**src/rtl/prog_ctrl_pkg.sv**
```systemverilog
// prog_ctrl_pkg
// Shared definitions for the programmable datapath controller:
//   state_e  - sequencer states (IDLE, CLEAR, EXEC, DONE)
//   opcode_e - 3-bit instruction opcodes
//   ALU_*    - encodings driven on s_o to select the ALU operation
package prog_ctrl_pkg;

    typedef enum logic [1:0] {
        ST_IDLE  = 2'd0,
        ST_CLEAR = 2'd1,
        ST_EXEC  = 2'd2,
        ST_DONE  = 2'd3
    } state_e;

    typedef enum logic [2:0] {
        OP_NOP  = 3'b000,
        OP_LDM  = 3'b001,
        OP_MOVA = 3'b010,
        OP_ADC  = 3'b011,
        OP_SBC  = 3'b100,
        OP_MOVR = 3'b101,
        OP_HALT = 3'b110,
        OP_RSV  = 3'b111
    } opcode_e;

    localparam logic [2:0] ALU_ADC   = 3'b000; // A + B + Cin
    localparam logic [2:0] ALU_SBC   = 3'b001; // A + ~B + Cin
    localparam logic [2:0] ALU_PASSB = 3'b010; // B

endpackage

```
**src/rtl/prog_ctrl_decode.sv**
```systemverilog
// prog_ctrl_decode
// Purely combinational decode of one instruction word into datapath controls.
// Ports:
//   instr_i   in  {opcode[2:0], operand[SELW-1:0]}
//   ce_o      out clock enables; bit NREG = accumulator A, bit k = Rk
//   w_o       out per-register load source: 0 = M[k], 1 = A
//   sel_o     out ALU B-operand select
//   s_o       out ALU operation
//   illegal_o out reserved opcode, or operand out of range on an operand opcode
//   halt_o    out HALT opcode
// An illegal word produces no datapath effect at all.
module prog_ctrl_decode
    import prog_ctrl_pkg::*;
#(
    parameter  int NREG = 3,
    localparam int SELW = $clog2(NREG + 1)
) (
    input  logic [SELW+2:0] instr_i,
    output logic [NREG:0]   ce_o,
    output logic [NREG-1:0] w_o,
    output logic [SELW-1:0] sel_o,
    output logic [2:0]      s_o,
    output logic            illegal_o,
    output logic            halt_o
);

    opcode_e         opcode;
    logic [SELW-1:0] operand;
    logic [NREG-1:0] k_hot;     // one-hot of the operand, all zero if out of range
    logic            operand_ok;

    assign opcode  = opcode_e'(instr_i[SELW+2:SELW]);
    assign operand = instr_i[SELW-1:0];

    for (genvar gi = 0; gi < NREG; gi++) begin : g_hot
        assign k_hot[gi] = (operand == SELW'(gi));
    end

    assign operand_ok = |k_hot;

    always_comb begin
        ce_o      = '0;
        w_o       = '0;
        sel_o     = '0;
        s_o       = ALU_ADC;
        illegal_o = 1'b0;
        halt_o    = 1'b0;
        case (opcode)
            OP_NOP: ;
            OP_LDM: begin
                ce_o[NREG-1:0] = '1;
            end
            OP_MOVA, OP_ADC, OP_SBC: begin
                if (operand_ok) begin
                    ce_o[NREG] = 1'b1;
                    sel_o      = operand;
                    s_o        = (opcode == OP_MOVA) ? ALU_PASSB :
                                 (opcode == OP_ADC)  ? ALU_ADC   : ALU_SBC;
                end else begin
                    illegal_o = 1'b1;
                end
            end
            OP_MOVR: begin
                if (operand_ok) begin
                    ce_o[NREG-1:0] = k_hot;
                    w_o            = k_hot;
                end else begin
                    illegal_o = 1'b1;
                end
            end
            OP_HALT: halt_o = 1'b1;
            default: illegal_o = 1'b1; // reserved opcode
        endcase
    end

endmodule

```
**src/rtl/prog_ctrl_seq.sv**
```systemverilog
// prog_ctrl_seq
// Steps through an external program one word per cycle and turns each word into
// datapath controls. start_i launches a run from pc=0 (only honoured in IDLE);
// done_o pulses for one cycle when the run ends (HALT or last program word).
// Ports:
//   clk, reset  clock (rising edge) and asynchronous active-high reset
//   start_i     launch request, sampled only in IDLE
//   pc_o        program address to the ROM; instr_i is the word at pc_o
//   busy_o      high in CLEAR and EXEC
//   done_o      one-cycle end-of-run pulse
//   err_o       sticky illegal-instruction flag, cleared when a start is accepted
//   clr_o       synchronous clear for all datapath registers (CLEAR state)
//   ce_o/w_o/sel_o/s_o  datapath controls decoded from instr_i during EXEC
// Controls are a combinational function of the state register and instr_i, so
// an asserted reset forces them to zero without waiting for a clock edge.
module prog_ctrl_seq
    import prog_ctrl_pkg::*;
#(
    parameter  int NREG       = 3,
    parameter  int PROG_DEPTH = 8,
    localparam int SELW       = $clog2(NREG + 1),
    localparam int AW         = (PROG_DEPTH > 1) ? $clog2(PROG_DEPTH) : 1
) (
    input  logic            clk,
    input  logic            reset,
    input  logic            start_i,
    output logic [AW-1:0]   pc_o,
    input  logic [SELW+2:0] instr_i,
    output logic            busy_o,
    output logic            done_o,
    output logic            err_o,
    output logic            clr_o,
    output logic [NREG:0]   ce_o,
    output logic [NREG-1:0] w_o,
    output logic [SELW-1:0] sel_o,
    output logic [2:0]      s_o
);

    localparam logic [AW-1:0] PC_LAST = AW'(PROG_DEPTH - 1);

    state_e        state_q, state_d;
    logic [AW-1:0] pc_q, pc_d;
    logic          err_q, err_d;

    logic [NREG:0]   dec_ce;
    logic [NREG-1:0] dec_w;
    logic [SELW-1:0] dec_sel;
    logic [2:0]      dec_s;
    logic            dec_illegal;
    logic            dec_halt;
    logic            exec;

    prog_ctrl_decode #(
        .NREG (NREG)
    ) u_decode (
        .instr_i   (instr_i),
        .ce_o      (dec_ce),
        .w_o       (dec_w),
        .sel_o     (dec_sel),
        .s_o       (dec_s),
        .illegal_o (dec_illegal),
        .halt_o    (dec_halt)
    );

    assign exec = (state_q == ST_EXEC);

    always_comb begin
        state_d = state_q;
        pc_d    = pc_q;
        err_d   = err_q;
        case (state_q)
            ST_IDLE: begin
                pc_d = '0;
                if (start_i) begin
                    state_d = ST_CLEAR;
                    err_d   = 1'b0;
                end
            end
            ST_CLEAR: begin
                pc_d    = '0;
                state_d = ST_EXEC;
            end
            ST_EXEC: begin
                if (dec_illegal) begin
                    err_d = 1'b1;
                end
                // The last word ends the run explicitly, so pc never wraps into
                // a second pass even when PROG_DEPTH is not a power of two.
                if (dec_halt || (pc_q == PC_LAST)) begin
                    state_d = ST_DONE;
                    pc_d    = '0;
                end else begin
                    pc_d = pc_q + AW'(1);
                end
            end
            ST_DONE: begin
                pc_d    = '0;
                state_d = ST_IDLE;
            end
            default: begin
                pc_d    = '0;
                state_d = ST_IDLE;
            end
        endcase
    end

    always_ff @(posedge clk or posedge reset) begin
        if (reset) begin
            state_q <= ST_IDLE;
            pc_q    <= '0;
            err_q   <= 1'b0;
        end else begin
            state_q <= state_d;
            pc_q    <= pc_d;
            err_q   <= err_d;
        end
    end

    assign pc_o   = pc_q;
    assign busy_o = (state_q == ST_CLEAR) || exec;
    assign done_o = (state_q == ST_DONE);
    assign clr_o  = (state_q == ST_CLEAR);
    // An illegal word is flagged in the cycle it executes, then held by err_q.
    assign err_o  = err_q || (exec && dec_illegal);
    assign ce_o   = exec ? dec_ce  : '0;
    assign w_o    = exec ? dec_w   : '0;
    assign sel_o  = exec ? dec_sel : '0;
    assign s_o    = exec ? dec_s   : '0;

endmodule

```
**config.mk**
```make
export PLATFORM = sky130hd
export DESIGN_NAME = prog_ctrl_seq
export DESIGN_NICKNAME = d
export VERILOG_FILES = /design/src/rtl/prog_ctrl_pkg.sv /design/src/rtl/prog_ctrl_decode.sv /design/src/rtl/prog_ctrl_seq.sv
export SDC_FILE = /design/constraint.sdc
export NUM_CORES = 1
export LEC_CHECK = 0
export CAP_MARGIN = 20
export CORE_MARGIN = 2
export CORE_UTILIZATION = 34
export DETAILED_ROUTE_END_ITERATION = 16
export PLACE_DENSITY = 0.75
export SKIP_LAST_GASP = 1
export SLEW_MARGIN = 20
export SYNTH_ARGS = -nofsm -noshare
export SYNTH_HDL_FRONTEND = slang
export SYNTH_SLANG_ARGS = --single-unit
```
**constraint.sdc**
```tcl
create_clock -name clk -period 1.5 [get_ports clk]
set_input_delay 0.15 -clock clk [delete_from_list [all_inputs] [get_ports clk]]
set_output_delay 0.15 -clock clk [all_outputs]
set_load 0.01 [all_outputs]
```
Yosys cells after proc, flatten, opt, wreduce, memory -nomap -nowiden
Cells that the tools add are included.

word-level totals
  bits in registers = 6
  input port bits = 8
  output and inout port bits = 19

cells by class
  multiplexer cells = 26
  add/sub/neg operators = 1
  reduce and logical (&&, ||, !) cells = 15
  equal/unequal tests = 15

operators by type and width
  kind                 number
  $mux 3               8
  $eq 3x3->1 const B   4
  $pmux 3 s2           2
  $reduce_or 3->1      4
  $mux 2               5
  $pmux 2 s4           1
  $mux 1               7
  $eq 2x2->1 const B   3
  $eq 3x2->1 const B   2
  $eq 2x1->1 const B   2
  $logic_not 2->1      2
  $mux 4               1
  $ne 2x2->1 const B   2
  $pmux 1 s2           2
  $reduce_or 4->1      1
  $add 3x1->3 const B  1
  $eq 3x1->1 const B   1
  $logic_not 3->1      1
  $logic_or 1x1->1     3
  $reduce_and 3->1     1
  $ne 2x1->1 const B   1
  $reduce_and 2->1     1
  $reduce_bool 2->1    1
  $logic_and 1x1->1    1

Logic depth before layout (Yosys ltp)
  depth in word-level cells = 6
  gate-level depth with buffers = 5
  mapped depth without buffers = 5

Hierarchy
A second synthesis with hierarchy kept.

second synthesis, totals
  cells, all modules = 72
  area total of the unflattened synthesis = 605.6 um2

by module, submodules not included
  module            cells each  area each (um2)  seq. area each (um2)  times used
  prog_ctrl_seq     44          429.2            150.1                 1
  prog_ctrl_decode  28          176.4            0.0                   1

Worst setup path after synthesis
Ideal clock, no wire load.

  path type = register -> register
  start point = reg state_q[0]
  end point = reg state_q[1]
  stages on the path, launching flop included = 6
  setup slack = 0.004 ns
  arrival time = 1.371 ns
  buffers on the path = 0
  period minus slack after synthesis = 1.496 ns
  path through = dfrtp_1 inv_1 ha_1 and2b_1 a21oi_2 mux2_4

between the ends
  longest elaborated chain between the ends = 3

ends and longest elaborated chain
  item                                                              line                  source
  from (decl)                                                       prog_ctrl_seq.sv:41   state_e state_q, state_d;
  from (signal assigned)                                            prog_ctrl_seq.sv:113  state_q <= state_d;
  $eq 2x2->1 / $logic_not 2->1 (equally long branches)              prog_ctrl_seq.sv:71   case (state_q)
  $ne 2x1->1 (no source line) / $ne 2x2->1 (equally long branches)  --
  $reduce_and 2->1 (no source line)                                 --

Several ways; a longest one is shown, not always the timed one.
A chain may end at the register's enable or synchronous reset.

Worst setup path in the final report
  start point = reg state_q[0]
  end point = out w_o[0]

between the ends
  longest elaborated chain between the ends = 2

ends and longest elaborated chain
  item        line                  source
  $eq 2x2->1  prog_ctrl_seq.sv:65   assign exec = (state_q == ST_EXEC);
  $mux 3      prog_ctrl_seq.sv:126  assign w_o = exec ? dec_w : '0;
  to (decl)   prog_ctrl_seq.sv:34   output logic [NREG-1:0] w_o,

Every way passes these cells.

==> metrics.txt <==
nets=123; crit path max-delay cell type=dfrtp_1; slowest cell delay on critical path=~0.39 ns; placed cells=roughly 120; post-DP HPWL=1.142 mm; WL final=1.508 mm; Initial DRC Count=3; Psw=about 0.53 mW; post-synthesis sequential area ratio=0.2810; Vias/cell=a little over 5; number of flops mapped to enable cells by yosys=0; syn avg cell area=about 8.9 um^2; top cell type's share of synthesized area=0.2810; sequential fraction of design power=0.202; failing checks=negative setup slack; worst vdd ir=0.9782 mV; worst setup margin=-0.09315 ns; number of global-route vias before repair=between 600 and 700; fin util=0.6462; vias post-DR=610; Power Density=between 1000 and 1500 nW/um^2; Peak Freq=approximately 630 MHz; fin crit period=between 1.5 and 2 ns; final std cells w/o fill=around 120; Final Hold Fails=0; Setup crit start kind=flop; minimum hold slack=roughly 0.1 ns; Die Y=roughly 44 um; register bit total from synthesis=6; RD Place Congestion=about 0.81; Top FF cell, synth=dfrtp_1; Fill cells=approximately 130; Int Pwr=around 0.85 mW; Yosys top cell by area=dfrtp_1; CTS tree=built; row count=14; core area=about 1500 um^2; fraction of registers with async set/reset=1.000; DRT antenna net count=0; Mapped Nets=between 70 and 80; detail-routed net length per standard cell=around 12 um; CP Capture Type=primary output; top cells by area, synth=dfrtp_1, ha_1, nor2_1, a21oi_1, inv_1; Switching Share=0.3814; clock root buffer=clkbuf_4; Static Leak=between 0.5 and 0.6 nW; WP data required=roughly 1.4 ns; width of the chip=43.64 um; CTS Hold Bufs=0; RSZ-0062 raised after global routing=yes; PortBufs=25; Hold Crit Class=input pin to async pin; n_diodes=0; r2r setup slk=~0.010 ns; fin crit share=1.062; Clock Latency Late Sink=between 0.2 and 0.3 ns; share of post-route cells with drive strength above 1=0.5048; TritonRoute pass-1 iters=4; maximum root-to-sink buffer count=2; drt drc=0; Inserted Clock Buffers=3; synth cell count leaders=ha_1, nor2_1, dfrtp_1; area occupied by registers=around 150 um^2; final setup vio count=4; Tot Pwr=about 1.4 mW; Yosys warning total=0; crit path cell chain=inv_2 > ha_4 > nand3b_1 > or2_4 > nor3_2 > buf_2; most common cell in the netlist=ha_1; GRT overflow=0; crit-path max FO=3; Crit path max-delay family=simple AND/OR/NAND/NOR gates; first-pass GRT wire length=2.677 mm; largest net degree at the start of global routing=8; run status=complete, but fails checks; clock power share=0.115; area grow syn2layout=80.09%; max-cap viol count=0; Final Max Slew Viols=0; Comb pwr share=0.683; # IOs=27; Netlist Area Pre-Place=roughly 530 um^2; clk sink count=6; Layout Skew=approximately 0.0019 ns; H-tree Lvls=1; worst path bufs/invs=2; initial antenna violation count=0; combined area of the multi-input logic cells=around 430 um^2; Worst Path Arrival=between 1 and 1.5 ns; Initial Util=0.3588; Netlist cell types=29; die area=between 1500 and 2000 um^2; Worst-path clk slew=around 0.050 ns; Post-Syn Instances=60; critical path start-end classification=flop to primary output; Tot GR Track Use=0.1885
[cells in the final DEF, fill, tap and decap left out, types with 2 or more instances in the layout]
| cell type | Yosys | final |
|---|---|---|
| ha_1 | 8 | 6 |
| ha_4 | 0 | 2 |
| nand2b_1 | 2 | 2 |
| nand2_1 | 2 | 2 |
| and3_1 | 2 | 2 |
| dfrtp_1 | 6 | 6 |
| nor2_1 | 7 | 6 |
| a21oi_1 | 4 | 2 |
| inv_2 | 1 | 3 |
| clkdlybuf4s50_1 | 0 | 8 |
| buf_2 | 0 | 13 |
| nand3b_1 | 2 | 2 |
| clkbuf_4 | 0 | 3 |
| inv_1 | 4 | 2 |
| buf_4 | 1 | 17 |
| dlygate4sd2_1 | 0 | 4 |
| a21oi_2 | 1 | 2 |
[metal layers]
metal,part of all wire,GRT usage
met1,0.37,0.1938
met2,0.54,0.3500
met3,0.080,0.04583
met4,0.013,0.09091
met5,0,0
[area by class of cell]
cell class	count	share of cell area
clock buffer	3	0.02341
inverter	5	0.01951
multi-input combinational	48	0.4486
sequential	6	0.1560
tap	16	0.02081
timing repair buffer	43	0.3316
[logic make-up (layout without fill, tap and decap cells)]
kind of cell	count (synthesis)	count (layout)	share of synthesized area
AO/OA/AOI/OAI	13	13	0.1663
AND/OR/NAND/NOR	25	25	0.2810
other	1	1	0.007019
buffers and inverters	6	51	0.04917
multiplexers	1	1	0.02809
adder cells (fa/ha/maj)	8	8	0.1874
flip-flops	6	6	0.2810
[metrics by stage]
step	setup WS, ns	TNS [ns]	instance area, um^2
after global routing	-0.1776	-0.9820	962.2
after floorplan	0.003788	0	534.3
after global placement	-0.4962	-4.792	924.6
final	-0.09315	-0.2826	962.2
after detailed placement	-0.5233	-5.180	924.6
after CTS	-0.1513	-0.4451	928.4
[repair_timing]
action,4_1_cts,5_1_grt
endpoints found under the setup margin,16,14
pin swaps,4,2
gates resized for setup,67,8
setup buffers,1,1
endpoints found under the hold margin,0,0
[power by group through the flow]
stage / registers [mW] / logic, mW / clock network [mW]
after CTS: 0.277 / 0.881 / 0.166
after global routing: 0.287 / 1.04 / 0.171
after floorplan: 0.285 / 0.405 / 0
final: 0.278 / 0.941 / 0.159
after global placement: 0.265 / 0.874 / 0
after detailed placement: 0.269 / 0.890 / 0
[registers in the layout, summed over array words and instances (netlist names)]
name and cells:
err_q 1, pc_o 3, state_q 2
[path summary, 6_finish.rpt]
kind,from,to,cells after the start
worst max register to register,state_q[1],state_q[1],5
worst min register to register,err_q,err_q,2
worst max-delay path,state_q[0],w_o[0],6
worst min-delay path,reset,state_q[1],2
min in group clk,err_q,err_q,2
max in group asynchronous,reset,pc_o[2],2
Note: power is estimated with default switching activity, not from simulation.
